$ cat src/rtl/cpu_debug_ctrl_if.sv
// Host-side bundle for cpu_debug_ctrl: command channel plus scan beat stream.
// The host (UART/VIO bridge or testbench) uses the master modport; the
// controller uses the slave modport.
interface cpu_debug_ctrl_if #(
  parameter int ADDR_W = 7,
  parameter int DATA_W = 32
);
  // Command channel
  logic              cmd_valid;
  logic              cmd_ready;
  logic [2:0]        cmd_op;
  logic [2:0]        cmd_idx;
  logic [DATA_W-1:0] cmd_arg;
  logic              cmd_err;

  // Scan beat stream
  logic              scan_valid;
  logic              scan_ready;
  logic [ADDR_W-1:0] scan_addr;
  logic [DATA_W-1:0] scan_data;
  logic              scan_last;

  modport master (
    output cmd_valid, cmd_op, cmd_idx, cmd_arg, scan_ready,
    input  cmd_ready, cmd_err, scan_valid, scan_addr, scan_data, scan_last
  );

  modport slave (
    input  cmd_valid, cmd_op, cmd_idx, cmd_arg, scan_ready,
    output cmd_ready, cmd_err, scan_valid, scan_addr, scan_data, scan_last
  );
endinterface

$ cat src/rtl/cpu_debug_ctrl.sv
// Run/halt/step controller and register-scan sequencer for the Cpu debug port.
// Accepts host commands, gates the Cpu clock enable, stops on PC breakpoints,
// bounds single steps with a timeout, and streams debug registers out as
// handshaked beats (one beat per three cycles at full rate).
module cpu_debug_ctrl #(
  parameter int ADDR_W       = 7,
  parameter int DATA_W       = 32,
  parameter int SCAN_FIRST   = 0,
  parameter int SCAN_LAST    = 127,
  parameter int NUM_BP       = 2,
  parameter int STEP_TIMEOUT = 64
) (
  input  logic              clock_i,
  input  logic              reset_ni,
  cpu_debug_ctrl_if.slave   host,
  input  logic [DATA_W-1:0] cpu_pc_i,
  input  logic              cpu_retire_i,
  output logic              cpu_en_o,
  output logic              debug_en_o,
  output logic [ADDR_W-1:0] debug_addr_o,
  input  logic [DATA_W-1:0] debug_data_i,
  output logic              halted_o,
  output logic [NUM_BP-1:0] bp_hit_o,
  output logic              step_err_o
);

  localparam int                CNT_W    = $clog2(STEP_TIMEOUT + 1);
  localparam logic [ADDR_W-1:0] FIRST_A  = ADDR_W'(SCAN_FIRST);
  localparam logic [ADDR_W-1:0] LAST_A   = ADDR_W'(SCAN_LAST);
  localparam logic [CNT_W-1:0]  TMO_LAST = CNT_W'(STEP_TIMEOUT - 1);

  typedef enum logic [2:0] {
    ST_HALT, ST_RUN, ST_STEP, ST_SCAN_ADDR, ST_SCAN_CAP, ST_SCAN_OUT
  } state_e;

  typedef enum logic [2:0] {
    OP_NOP, OP_RUN, OP_HALT, OP_STEP, OP_SCAN, OP_SET_BP, OP_CLR_BP, OP_RSVD
  } op_e;

  state_e            state_q, state_d;
  logic [CNT_W-1:0]  cnt_q, cnt_d;
  logic [ADDR_W-1:0] debug_addr_q, debug_addr_d;
  logic              scan_valid_q, scan_valid_d;
  logic [ADDR_W-1:0] scan_addr_q, scan_addr_d;
  logic [DATA_W-1:0] scan_data_q, scan_data_d;
  logic              scan_last_q, scan_last_d;
  logic              cmd_err_q, cmd_err_d;
  logic [NUM_BP-1:0] bp_hit_q, bp_hit_d;
  logic              step_err_q, step_err_d;
  logic [NUM_BP-1:0] bp_en_q, bp_en_d;
  logic [NUM_BP-1:0] bp_pc_we;
  logic [DATA_W-1:0] bp_pc_q [NUM_BP];

  op_e               op;
  logic              cmd_ready;
  logic              cmd_fire;
  logic              idx_ok;
  logic [NUM_BP-1:0] bp_match;

  assign op        = op_e'(host.cmd_op);
  assign cmd_ready = (state_q == ST_HALT) || (state_q == ST_RUN);
  assign cmd_fire  = host.cmd_valid && cmd_ready;
  assign idx_ok    = {29'd0, host.cmd_idx} < 32'(NUM_BP);

  // Breakpoint comparators: a hit needs an enabled entry and a retiring PC match.
  always_comb begin
    for (int i = 0; i < NUM_BP; i++) begin
      bp_match[i] = bp_en_q[i] && cpu_retire_i && (cpu_pc_i == bp_pc_q[i]);
    end
  end

  // Next-state and register-update logic for the whole controller.
  always_comb begin
    // NOTE: every signal gets a default first so no path through the case leaves it unassigned (no latches).
    state_d      = state_q;
    cnt_d        = cnt_q;
    debug_addr_d = debug_addr_q;
    scan_valid_d = scan_valid_q;
    scan_addr_d  = scan_addr_q;
    scan_data_d  = scan_data_q;
    scan_last_d  = scan_last_q;
    cmd_err_d    = 1'b0;
    bp_hit_d     = bp_hit_q;
    step_err_d   = step_err_q;
    bp_en_d      = bp_en_q;
    bp_pc_we     = '0;

    // Breakpoint table writes are legal whenever a command is accepted.
    if (cmd_fire && (op == OP_SET_BP || op == OP_CLR_BP)) begin
      if (idx_ok) begin
        for (int i = 0; i < NUM_BP; i++) begin
          if (host.cmd_idx == 3'(i)) begin
            bp_en_d[i]  = (op == OP_SET_BP);
            bp_pc_we[i] = (op == OP_SET_BP);
          end
        end
      end else begin
        cmd_err_d = 1'b1;
      end
    end

    case (state_q)
      ST_HALT: begin
        if (cmd_fire) begin
          case (op)
            OP_RUN: begin
              state_d    = ST_RUN;
              bp_hit_d   = '0;
              step_err_d = 1'b0;
            end
            OP_STEP: begin
              state_d    = ST_STEP;
              cnt_d      = '0;
              bp_hit_d   = '0;
              step_err_d = 1'b0;
            end
            OP_SCAN: state_d   = ST_SCAN_ADDR;
            OP_RSVD: cmd_err_d = 1'b1;
            default: ;
          endcase
        end
      end

      ST_RUN: begin
        // A breakpoint and a HALT command in the same cycle both land in HALT once.
        if (|bp_match) begin
          bp_hit_d = bp_match;
          state_d  = ST_HALT;
        end
        if (cmd_fire) begin
          case (op)
            OP_HALT: state_d = ST_HALT;
            OP_RUN, OP_STEP, OP_SCAN, OP_RSVD: cmd_err_d = 1'b1;
            default: ;
          endcase
        end
      end

      ST_STEP: begin
        // Breakpoints are deliberately ignored while stepping.
        if (cpu_retire_i) begin
          state_d = ST_HALT;
        end else if (cnt_q == TMO_LAST) begin
          state_d    = ST_HALT;
          step_err_d = 1'b1;
        end else begin
          cnt_d = cnt_q + CNT_W'(1);
        end
      end

      ST_SCAN_ADDR: state_d = ST_SCAN_CAP;

      ST_SCAN_CAP: begin
        // debug_addr has been stable for a cycle, so debug_data is valid now.
        scan_valid_d = 1'b1;
        scan_addr_d  = debug_addr_q;
        scan_data_d  = debug_data_i;
        scan_last_d  = (debug_addr_q == LAST_A);
        state_d      = ST_SCAN_OUT;
      end

      ST_SCAN_OUT: begin
        if (host.scan_ready) begin
          scan_valid_d = 1'b0;
          scan_last_d  = 1'b0;
          if (debug_addr_q == LAST_A) begin
            debug_addr_d = FIRST_A;
            state_d      = ST_HALT;
          end else begin
            debug_addr_d = debug_addr_q + ADDR_W'(1);
            state_d      = ST_SCAN_ADDR;
          end
        end
      end

      default: state_d = ST_HALT;
    endcase
  end

  // Control and status registers with synchronous active-low reset.
  always_ff @(posedge clock_i) begin
    // NOTE: sequential state uses non-blocking assignments so every register samples pre-edge values.
    if (!reset_ni) begin
      state_q      <= ST_HALT;
      cnt_q        <= '0;
      debug_addr_q <= FIRST_A;
      scan_valid_q <= 1'b0;
      scan_addr_q  <= '0;
      scan_data_q  <= '0;
      scan_last_q  <= 1'b0;
      cmd_err_q    <= 1'b0;
      bp_hit_q     <= '0;
      step_err_q   <= 1'b0;
      bp_en_q      <= '0;
    end else begin
      state_q      <= state_d;
      cnt_q        <= cnt_d;
      debug_addr_q <= debug_addr_d;
      scan_valid_q <= scan_valid_d;
      scan_addr_q  <= scan_addr_d;
      scan_data_q  <= scan_data_d;
      scan_last_q  <= scan_last_d;
      cmd_err_q    <= cmd_err_d;
      bp_hit_q     <= bp_hit_d;
      step_err_q   <= step_err_d;
      bp_en_q      <= bp_en_d;
    end
  end

  // Breakpoint PC storage, written on SET_BP.
  always_ff @(posedge clock_i) begin
    // NOTE: PC entries are not reset; each is qualified by its enable bit, which is.
    for (int i = 0; i < NUM_BP; i++) begin
      if (bp_pc_we[i]) bp_pc_q[i] <= host.cmd_arg;
    end
  end

  assign cpu_en_o        = (state_q == ST_RUN) || (state_q == ST_STEP);
  assign debug_en_o      = (state_q == ST_SCAN_ADDR) || (state_q == ST_SCAN_CAP) ||
                           (state_q == ST_SCAN_OUT);
  assign debug_addr_o    = debug_addr_q;
  assign halted_o        = (state_q == ST_HALT);
  assign bp_hit_o        = bp_hit_q;
  assign step_err_o      = step_err_q;
  assign host.cmd_ready  = cmd_ready;
  assign host.cmd_err    = cmd_err_q;
  assign host.scan_valid = scan_valid_q;
  assign host.scan_addr  = scan_addr_q;
  assign host.scan_data  = scan_data_q;
  assign host.scan_last  = scan_last_q;

endmodule

$ cat src/flat_wrapper.sv
// flat-port wrapper written by rule: the top's interface ports become plain ports
module cpu_debug_ctrl_flat 
#(
  parameter int ADDR_W       = 7,
  parameter int DATA_W       = 32,
  parameter int SCAN_FIRST   = 0,
  parameter int SCAN_LAST    = 127,
  parameter int NUM_BP       = 2,
  parameter int STEP_TIMEOUT = 64
)
  (clock_i, reset_ni, cpu_pc_i, cpu_retire_i, cpu_en_o, debug_en_o, debug_addr_o, debug_data_i, halted_o, bp_hit_o, step_err_o, host_cmd_valid, host_cmd_op, host_cmd_idx, host_cmd_arg, host_scan_ready, host_cmd_ready, host_cmd_err, host_scan_valid, host_scan_addr, host_scan_data, host_scan_last);
  cpu_debug_ctrl_if #(.ADDR_W(ADDR_W), .DATA_W(DATA_W)) host_i ();
  input  logic clock_i;
  input  logic reset_ni;
  input  logic [DATA_W-1:0] cpu_pc_i;
  input  logic cpu_retire_i;
  output logic cpu_en_o;
  output logic debug_en_o;
  output logic [ADDR_W-1:0] debug_addr_o;
  input  logic [DATA_W-1:0] debug_data_i;
  output logic halted_o;
  output logic [NUM_BP-1:0] bp_hit_o;
  output logic step_err_o;
  input wire logic [$bits(host_i.cmd_valid)-1:0] host_cmd_valid;
  input wire logic [$bits(host_i.cmd_op)-1:0] host_cmd_op;
  input wire logic [$bits(host_i.cmd_idx)-1:0] host_cmd_idx;
  input wire logic [$bits(host_i.cmd_arg)-1:0] host_cmd_arg;
  input wire logic [$bits(host_i.scan_ready)-1:0] host_scan_ready;
  output wire logic [$bits(host_i.cmd_ready)-1:0] host_cmd_ready;
  output wire logic [$bits(host_i.cmd_err)-1:0] host_cmd_err;
  output wire logic [$bits(host_i.scan_valid)-1:0] host_scan_valid;
  output wire logic [$bits(host_i.scan_addr)-1:0] host_scan_addr;
  output wire logic [$bits(host_i.scan_data)-1:0] host_scan_data;
  output wire logic [$bits(host_i.scan_last)-1:0] host_scan_last;
  assign host_i.cmd_valid = host_cmd_valid;
  assign host_i.cmd_op = host_cmd_op;
  assign host_i.cmd_idx = host_cmd_idx;
  assign host_i.cmd_arg = host_cmd_arg;
  assign host_i.scan_ready = host_scan_ready;
  assign host_cmd_ready = host_i.cmd_ready;
  assign host_cmd_err = host_i.cmd_err;
  assign host_scan_valid = host_i.scan_valid;
  assign host_scan_addr = host_i.scan_addr;
  assign host_scan_data = host_i.scan_data;
  assign host_scan_last = host_i.scan_last;
  cpu_debug_ctrl #(.ADDR_W(ADDR_W), .DATA_W(DATA_W), .SCAN_FIRST(SCAN_FIRST), .SCAN_LAST(SCAN_LAST), .NUM_BP(NUM_BP), .STEP_TIMEOUT(STEP_TIMEOUT)) u_core (.clock_i(clock_i), .reset_ni(reset_ni), .host(host_i), .cpu_pc_i(cpu_pc_i), .cpu_retire_i(cpu_retire_i), .cpu_en_o(cpu_en_o), .debug_en_o(debug_en_o), .debug_addr_o(debug_addr_o), .debug_data_i(debug_data_i), .halted_o(halted_o), .bp_hit_o(bp_hit_o), .step_err_o(step_err_o));
endmodule
$ cat config.mk
export PLATFORM = sky130hd
export DESIGN_NAME = cpu_debug_ctrl_flat
export DESIGN_NICKNAME = d
export VERILOG_FILES = /design/src/rtl/cpu_debug_ctrl_if.sv /design/src/rtl/cpu_debug_ctrl.sv /design/src/flat_wrapper.sv
export SDC_FILE = /design/constraint.sdc
export NUM_CORES = 1
export LEC_CHECK = 0
export ABC_AREA = 1
export CELL_PAD_IN_SITES_DETAIL_PLACEMENT = 1
export CELL_PAD_IN_SITES_GLOBAL_PLACEMENT = 1
export CORE_UTILIZATION = 31
export DETAILED_ROUTE_END_ITERATION = 7
export GPL_ROUTABILITY_DRIVEN = 0
export PLACE_DENSITY = 0.72
export SLEW_MARGIN = 20
export SYNTH_ARGS = -nofsm -noshare
export SYNTH_HDL_FRONTEND = slang
export SYNTH_SLANG_ARGS = --single-unit
export TNS_END_PERCENT = 1
$ cat constraint.sdc
create_clock -name clock_i -period 3.4 [get_ports clock_i]
set_input_delay 1.02 -clock clock_i [delete_from_list [all_inputs] [get_ports clock_i]]
set_output_delay 1.02 -clock clock_i [all_outputs]
set_load 0.005 [all_outputs]
* Word-level counts from Yosys, hierarchy flattened *
Memories as Yosys holds them, arrays and structs flattened.
Index checks and enable logic that the tools add are counted.

cells by class
  add/sub/neg operators = 2
  order comparisons = 1
  equal/unequal tests = 27
  mux-type cells = 46
  reduce and logical (&&, ||, !) cells = 28

operators by type and width
  operator                                       number
  == test 32 bit                                 2
  two-way mux 7 bit                              5
  two-way mux 32 bit                             1
  OR reduction 32 bit                            1
  two-way mux 3 bit                              7
  two-way mux 1 bit                              19
  == test 3 bit, second input constant           6
  case mux 3 bit (6 select lines)                1
  adder 7 x 1 -> 7 bit, second input constant    2
  case mux 7 bit (2 select lines)                1
  == test 3 x 2 -> 1 bit, second input constant  4
  two-way mux 2 bit                              6
  AND reduction 5 bit                            2
  == test 3 x 1 -> 1 bit, second input constant  3
  case mux 3 bit (3 select lines)                1
  != test 2 x 1 -> 1 bit, second input constant  4
  != test 2 bit, second input constant           4
  case mux 1 bit (2 select lines)                4
  AND reduction 4 bit                            2
  == test 7 x 6 -> 1 bit, second input constant  1
  == test 7 bit, second input constant           1
  logical AND 1 bit                              6
  logical NOT 3 bit                              2
  AND reduction 3 bit                            2
  9 further kinds                                17

word-level totals
  register bits = 64
  memory bits (writable) = 64
  input bits = 107
  output and inout port bits = 56
  logic and storage cells = 117
  memories kept = 1

memories
  memory          words  width  rd ports  clocked after memory_dff  wr ports  line                  RTL
  u_core.bp_pc_q  2      32     2         0                         1         cpu_debug_ctrl.sv:52  logic [DATA_W-1:0] bp_pc_q [NUM_BP];

* Logic depth before layout (Yosys ltp) *
Gate-level depths: netlist of the first run.

  word-level depth = 9
  gate-level depth with buffers = 13

* Worst setup path after synthesis of the first run *
OpenSTA, ideal clock, no wires.

  path type = input to register
  from = in host_cmd_op[1]
  to = mem u_core.bp_pc_q[0][0] (enable)
  library setup time = 0.422 ns
  arrival = 2.990 ns
  data required time = 2.978 ns
  path slack = -0.012 ns
  cell stages on the path = 7
  path buffers = 0
  cell sequence = nand2_1 > inv_1 > nor3_4 > nand2_4 > nor3_2 > nand2_1 > nor2_1

on the way
  elaborated cells between the ends (all ways) = 15

RTL lines
  item                                                    line                                        RTL
  start, declared                                         flat_wrapper.sv:25                          input wire logic [$bits(host_i.cmd_op)-1:0] host_cmd_op;
  == test 3 bit, on equally long branches                 cpu_debug_ctrl.sv:89, cpu_debug_ctrl.sv:94
  two-way mux 1 bit or logical OR 1 bit (tied branches)   cpu_debug_ctrl.sv:92, cpu_debug_ctrl.sv:89
  two-way mux 2 bit or logical AND 1 bit (tied branches)  cpu_debug_ctrl.sv:90, cpu_debug_ctrl.sv:89
  two-way mux 2 bit *                                     cpu_debug_ctrl.sv:89                        if (cmd_fire && (op == OP_SET_BP || op == OP_CLR_BP)) begin
  net u_core.bp_pc_we[0]                                  cpu_debug_ctrl.sv:51                        logic [NUM_BP-1:0] bp_pc_we;
  two-way mux 1 bit *                                     cpu_debug_ctrl.sv:214                       if (bp_pc_we[i]) bp_pc_q[i] <= host.cmd_arg;
  two-way mux 1 bit (implied by the code) *               cpu_debug_ctrl.sv:214
  two-way mux 1 bit (no line) *                           --
  end, declared                                           cpu_debug_ctrl.sv:52

Mark *: on every way through the listed nets, which the timed path passes. The rest lies on a longest branch.

* Final worst setup path of the first run *
  from = reg u_core.state_q[0]
  to = out host_cmd_ready

on the way
  longest elaborated chain between the ends = 2
  elaborated cells between the ends (all ways) = 3

ends and longest elaborated chain
  item                                                         line                   RTL
  start, declared                                              cpu_debug_ctrl.sv:40   state_e state_q, state_d;
  start signal, assigned                                       cpu_debug_ctrl.sv:196  state_q <= state_d;
  == test 3 x 1 -> 1 bit or logical NOT 3 bit (tied branches)  cpu_debug_ctrl.sv:61   assign cmd_ready = (state_q == ST_HALT) || (state_q == ST_RUN);
  logical OR 1 bit *                                           cpu_debug_ctrl.sv:61
  end, declared                                                flat_wrapper.sv:29     output wire logic [$bits(host_i.cmd_ready)-1:0] host_cmd_ready;

Every way passes the cells marked *; elsewhere a longest branch is shown, timed or not.

==> results.md, run 1 <==
- Detailed Route WL: 15500 um
- Row count: 49
- Worst R2R Setup Slack: 1.38 ns
- Largest net degree at the start of global routing: 48
- Leakage: 0.00337 uW
- Die Area: 18900 sq um
- Net Sw Frac: 21.9%
- Mapped Nets: 797
- Share of cells above drive strength 1: 6.97%
- Hold WC Path Type: flip-flop to flip-flop
- Max Transition Viols Final: 0
- Share of flip-flops with an asynchronous set or reset after synthesis: 0%
- Initial antenna violation count: 0
- Hold-fix buffers at CTS: 0
- Finished Layout Cells: 1104
- PD cells: 460 nW/um^2
- Post-Syn Instances: 688
- Setup TNS: 0 ns
- Relative slew slack: 58.5%
- Post-Syn Area: 5680 sq um
- Top Ports: 163
- Most frequent cells in the layout: nand2_1, clkdlybuf4s50_1, nor2_1, inv_1
- Cell-internal power: 2950 uW
- Vias after detailed routing: 4935
- Num Clock Sinks: 128
- DP Worst Slack: 0.439 ns
- Post-DP HPWL: 11300 um
- First-pass GRT wire length: 24400 um
- Initial DRT Pass Iterations: 4
- Die height: 137 um
- Yosys warning total: 0
- Die Width: 137 um
- Type of the worst setup path: flip-flop to output pin
- Flop and latch count out of synthesis: 128
- Starting Density: 31.6%
- Req. time, crit path: 2.38 ns
- FMAX: 346 MHz
- H-tree levels: 4
- Syn Area/Cell: 8.25 sq um
- IO Port Bufs: 162
- Commonest non-fill, non-tap cell in the layout: nand2_1
- Design area: 8220 sq um
- Period minus WS final: 2.89 ns
- DR DRC count: 0
- Worst skew pair latency: 0.41 ns
- Sequential Power Share: 43.4%
- Placed Area: 7620 sq um
- Clock network power share: 48.2%
- Setup violators final: 0
- Vias in the first global route: 5093
- Tcrit/Tclk final: 85.0%
- Final-stage net count: 971
- Drt wl/cell: 14.1 um
- Register area share after synthesis: 56.4%
- Post-CTS setup buffer count: 0
- Status: complete, no violations
- Aggregate global-route resource usage: 17.2%
- Core ar.: 18000 sq um
- Post-synth EDFFs: 64
- Clk buf depth: 2
- Main synth FF type: edfxtp_1
- CP arrival: 1.87 ns
- Diodes inserted: 0
- TritonCTS clock tree: done
- Via/cell ratio: 4.47
- Slew @ Worst Pin: 0.617 ns
- CTS root buf: clkbuf_16
- WHS: 0.465 ns
- Logic pwr share: 8.4%
- Post_cts resized: 0
- CTS clk-pin slew, worst paths: 0.06 ns
- ANT nets after route: 0
- CTS Buf Count: 17
- Initial DRC count: 157
- CP Capture Type: output pin
- Placed cells: 1072
- Max_cap viols: 0
- Critical path peak fanout: 5
- IR drop worst, VDD: 321 uV
- RSZ-0062 raised after global routing: no
- Grt total ovfl: 0
- Synth cell types: 34
- Final Skew: 0.00751 ns
- Final Hold Fails: 0
- Final worst slack: 0.511 ns
- CP startpoint kind: flip-flop
- Area grow syn2layout: 44.7%
- P_sw: 828 uW
-- critical path, stage by stage (launching register included) --
cell	delay, ns
dfxtp_1	0.43
inv_2	0.07
nor2_1	0.16
nand2_2	0.16
nand2_4	0.13
clkdlybuf4s50_1	0.51
-- flip-flops by register name (all words and copies together) (netlist names) --
signal / flops
u_core.host.scan_valid: 1
u_core.cnt_q: 7
u_core.host.scan_data: 32
u_core.step_err_o: 1
u_core.host.scan_last: 1
u_core.debug_addr_o: 7
u_core.host.cmd_err: 1
u_core.host.scan_addr: 7
u_core.bp_en_q: 2
u_core.state_q: 3
u_core.bp_hit_o: 2
u_core.bp_pc_q: 64
-- final timing paths --
path / start / endpoint / cells after the start
worst max-delay path: u_core.state_q[0]$_SDFFE_PN0P_ / host_cmd_ready / 5
worst min-delay path: u_core.host.scan_valid$_SDFFE_PN0P_ / u_core.host.scan_valid$_SDFFE_PN0P_ / 2
worst max register to register: u_core.state_q[1]$_SDFFE_PN0P_ / u_core.host.scan_last$_SDFFE_PN0P_ / 8
worst min register to register: u_core.host.scan_valid$_SDFFE_PN0P_ / u_core.host.scan_valid$_SDFFE_PN0P_ / 2
-- per-layer routing --
metal | vias up | global-route usage, % | wire (um)
met2 | 128 | 29.2 | 7270
li1 | 2531 | - | -
met4 | 0 | 6.59 | 216
met1 | 2259 | 19.3 | 6670
met5 | - | 0 | 0
met3 | 17 | 6.81 | 1380
-- cell usage after synthesis (3+ instances only) --
master,instances,area (sq um)
o22ai_1,3,18.8
dfxtp_1,64,1280
nor3_1,10,50.1
nand2_1,164,616
nand3_1,16,80.1
inv_2,3,11.3
or2_2,4,25.0
xnor2_1,12,105
a21oi_1,27,135
nand2_4,3,33.8
inv_1,91,342
nor3_2,3,30.0
nand4_1,3,18.8
o21ai_0,55,275
clkbuf_1,11,41.3
nor2_1,132,495
edfxtp_1,64,1920
-- layout make-up --
type	count	area, sq um
fillers	2109	9750
flip-flops and latches	128	3200
multi-input cells	451	2080
repair buffers	168	1690
clock buffers	17	425
inverters	96	363
well taps	229	287
clock inverters	15	169
-- power groups by stage --
stage	clock network, uW	registers, uW	logic [uW]
6_report	1820	1640	318
5_1_grt	1940	1640	351
4_1_cts	1870	1640	323
3_5_place_dp	0	1670	320
3_3_place_gp	0	1670	316
2_1_floorplan	0	1670	119
-- logic make-up after synthesis --
family / synth area share (%)
flops: 56.4
fa+ha+maj: 0.441
xor+xnor: 2.16
buf+inv: 7.30
simple gates: 25.3
compound gates: 8.38
-- stage by stage --
stage / util [%] / power, uW
after CTS: 45.7 / 3830
after global placement: 42.4 / 1990
final: 45.7 / 3780
after global routing: 45.7 / 3930
after floorplan: - / 1790
after detailed placement: 42.4 / 1990
Note: power is estimated with default switching activity, not from simulation.
==> run 2, diff against run 1 <==
--- a/config.mk
+++ b/config.mk
@@ -8,10 +8,10 @@
 export ABC_AREA = 1
 export CELL_PAD_IN_SITES_DETAIL_PLACEMENT = 1
 export CELL_PAD_IN_SITES_GLOBAL_PLACEMENT = 1
-export CORE_UTILIZATION = 31
+export CORE_UTILIZATION = 35
 export DETAILED_ROUTE_END_ITERATION = 7
 export GPL_ROUTABILITY_DRIVEN = 0
-export PLACE_DENSITY = 0.72
+export PLACE_DENSITY = 0.77
 export SLEW_MARGIN = 20
 export SYNTH_ARGS = -nofsm -noshare
 export SYNTH_HDL_FRONTEND = slang
==> constraint.sdc (replaced) <==
create_clock -name clock_i -period 2.7 [get_ports clock_i]
set_input_delay 0.81 -clock clock_i [delete_from_list [all_inputs] [get_ports clock_i]]
set_output_delay 0.81 -clock clock_i [all_outputs]
set_load 0.005 [all_outputs]
==> results.md, run 2 (synthesized netlist as in run 1, its figures left out) <==
- RSZ-0062 raised after global routing: no
- Leakage: 0.00341 uW (+1.4%)
- DR DRC count: 0 (unchanged)
- TritonCTS clock tree: done
- CP Capture Type: output pin
- Post_cts resized: 0 (unchanged)
- Period minus WS final: 2.58 ns
- CTS Buf Count: 17 (unchanged)
- DP Worst Slack: -0.0745 ns (-0.513 ns)
- Final worst slack: 0.116 ns (-0.395 ns)
- Cell-internal power: 3710 uW (+26%)
- WHS: 0.464 ns (-0.000756 ns)
- Vias after detailed routing: 5149 (+4.3%)
- Sequential Power Share: 43.7% (+0.3 points)
- Area grow syn2layout: 44.8% (about the same)
- IR drop worst, VDD: 334 uV (+3.8%)
- Clk buf depth: 2 (unchanged)
- Via/cell ratio: 4.70 (+5.1%)
- Post-DP HPWL: 13000 um (+14%)
- Final Power: 4720 uW (+25%)
- CTS root buf: clkbuf_16
- H-tree levels: 4 (unchanged)
- IO Port Bufs: 162 (unchanged)
- Starting Density: 35.7% (+4.1 points)
- CP arrival: 1.77 ns (-0.10 ns)
- Critical path peak fanout: 6 (+1)
- Logic pwr share: 8.7% (+0.3 points)
- Setup TNS: 0 ns (unchanged)
- Share of cells above drive strength 1: 7.51% (+0.54 points)
- CTS clk-pin slew, worst paths: 0.06 ns (about the same)
- PD cells: 575 nW/um^2 (+25%)
- Hold-fix buffers at CTS: 0 (unchanged)
- Final-stage net count: 975 (+0.41%)
- Net Sw Frac: 21.5% (-0.36 points)
- CP startpoint kind: flip-flop
- Aggregate global-route resource usage: 21.1% (+3.9 points)
- Row count: 46 (-6.1%)
- Setup violators final: 0 (unchanged)
- Largest net degree at the start of global routing: 48 (unchanged)
- Critical path's slowest cell: clkdlybuf4s50_1
- Die height: 129 um (-5.8%)
- Grt total ovfl: 0 (unchanged)
- Max_cap viols: 0 (unchanged)
- Relative slew slack: 61.0% (+2.6 points)
- Slowest stage delay, CP: 0.50 ns (about the same)
- Drt wl/cell: 15.4 um (+9.4%)
- Largest register by flop count: u_core.bp_pc_q
- Die Area: 16700 sq um (-11%)
- Most frequent cells in the layout: nand2_1, clkdlybuf4s50_1, nor2_1, inv_1, edfxtp_1
- Max Transition Viols Final: 0 (unchanged)
- Tcrit/Tclk final: 95.7%
- Final Skew: 0.00710 ns (-0.000413 ns)
- Num Clock Sinks: 128 (unchanged)
- First-pass GRT wire length: 26800 um (+10%)
- Req. time, crit path: 1.89 ns (-0.49 ns)
- CP bufs+invs: 2 (unchanged)
- Initial antenna violation count: 1 (+1)
- Cell-by-cell trace of the critical path: nor3_4 > inv_4 > nand2_4 > clkdlybuf4s50_1
- Critical path's top delay family: buffers and inverters
- Max reg flops: 64 (unchanged)
- Die Width: 129 um (-5.8%)
- FMAX: 387 MHz
- Final Hold Fails: 0 (unchanged)
- Final core utilization: 51.7% (+6.0 points)
- Type of the worst setup path: flip-flop to output pin
- P_sw: 1020 uW (+23%)
- Initial DRC count: 198 (+26%)
- Initial DRT Pass Iterations: 4 (unchanged)
- ANT nets after route: 0 (unchanged)
- Status: complete, no violations
- Vias in the first global route: 5669 (+11%)
- Core ar.: 15900 sq um (-12%)
- Post-CTS setup buffer count: 0 (unchanged)
- Hold WC Path Type: flip-flop to flip-flop
- Detailed Route WL: 16900 um (+8.6%)
- Commonest non-fill, non-tap cell in the layout: nand2_1
- Top Ports: 163 (unchanged)
- Worst skew pair latency: 0.42 ns (about the same)
- Clock network power share: 47.6% (-0.6 points)
- Slew @ Worst Pin: 0.579 ns (-0.0381 ns)
[run 2: cell types whose count changed in the layout (fill, tap and decap cells not counted), moves of 3 or more]
| cell | delta |
|---|---|
| buf_4 | +4 |
| clkinv_2 | +3 |
| clkinvlp_4 | -3 |
| dfxtp_1 | -3 |
| dfxtp_2 | +3 |
[run 2: routing by layer]
metal | wire [um] | global-route usage [%] | share of wire, %
met1 | 6580 | 21.7 | 39
met2 | 8640 | 39.7 | 51
met3 | 1420 | 7.23 | 8.4
met4 | 250 | 7.13 | 1.5
met5 | 0 | 0 | 0
[run 2: layout make-up]
class                   instances  area [sq um]
diodes                          1          2.50
clock buffers                  18           429
clock inverters                14           148
fillers                      1908          7660
inverters                      96           363
multi-input cells             451          2080
flip-flops and latches        128          3210
well taps                     216           270
repair buffers                172          1720
[run 2: tightest hold or removal path, stage by stage, from the launching register on]
cell and delay, ns:
dfxtp_1 0.31, nand2_1 0.06, a21oi_1 0.05
[run 2: stage by stage]
stage	instances	area (sq um)
floorplan	688	5680
global placement	1063	7630
detailed placement	1063	7630
CTS	1095	8210
global route	1095	8220
finish	1096	8220
[run 2: path summary, 6_finish.rpt]
path	startpoint	end	slack, ns	cells after the start
setup / recovery	u_core.state_q[2]$_SDFFE_PN0P_	host_cmd_ready	0.12	4
hold / removal	u_core.host.scan_valid$_SDFFE_PN0P_	u_core.host.scan_valid$_SDFFE_PN0P_	0.46	2
setup reg to reg	u_core.state_q[1]$_SDFFE_PN0P_	u_core.host.scan_data[0]$_SDFFE_PN0P_	0.68	8
hold reg to reg	u_core.host.scan_valid$_SDFFE_PN0P_	u_core.host.scan_valid$_SDFFE_PN0P_	0.46	2
[run 2: power by group through the flow]
| stage | combinational, uW | sequential [uW] | clock [uW] |
|---|---|---|---|
| global route | 449 | 2070 | 2360 |
| detailed placement | 412 | 2110 | 0 |
| CTS | 416 | 2060 | 2290 |
| floorplan | 150 | 2100 | 0 |
| finish | 412 | 2070 | 2250 |
| global placement | 395 | 2100 | 0 |
==> run 3, diff against run 2 <==
--- a/config.mk
+++ b/config.mk
@@ -12,7 +12,6 @@
 export DETAILED_ROUTE_END_ITERATION = 7
 export GPL_ROUTABILITY_DRIVEN = 0
 export PLACE_DENSITY = 0.77
-export SLEW_MARGIN = 20
 export SYNTH_ARGS = -nofsm -noshare
 export SYNTH_HDL_FRONTEND = slang
 export SYNTH_SLANG_ARGS = --single-unit
==> results of run 3 <==
Final layout, timing and power as in run 2 (identical DEF).
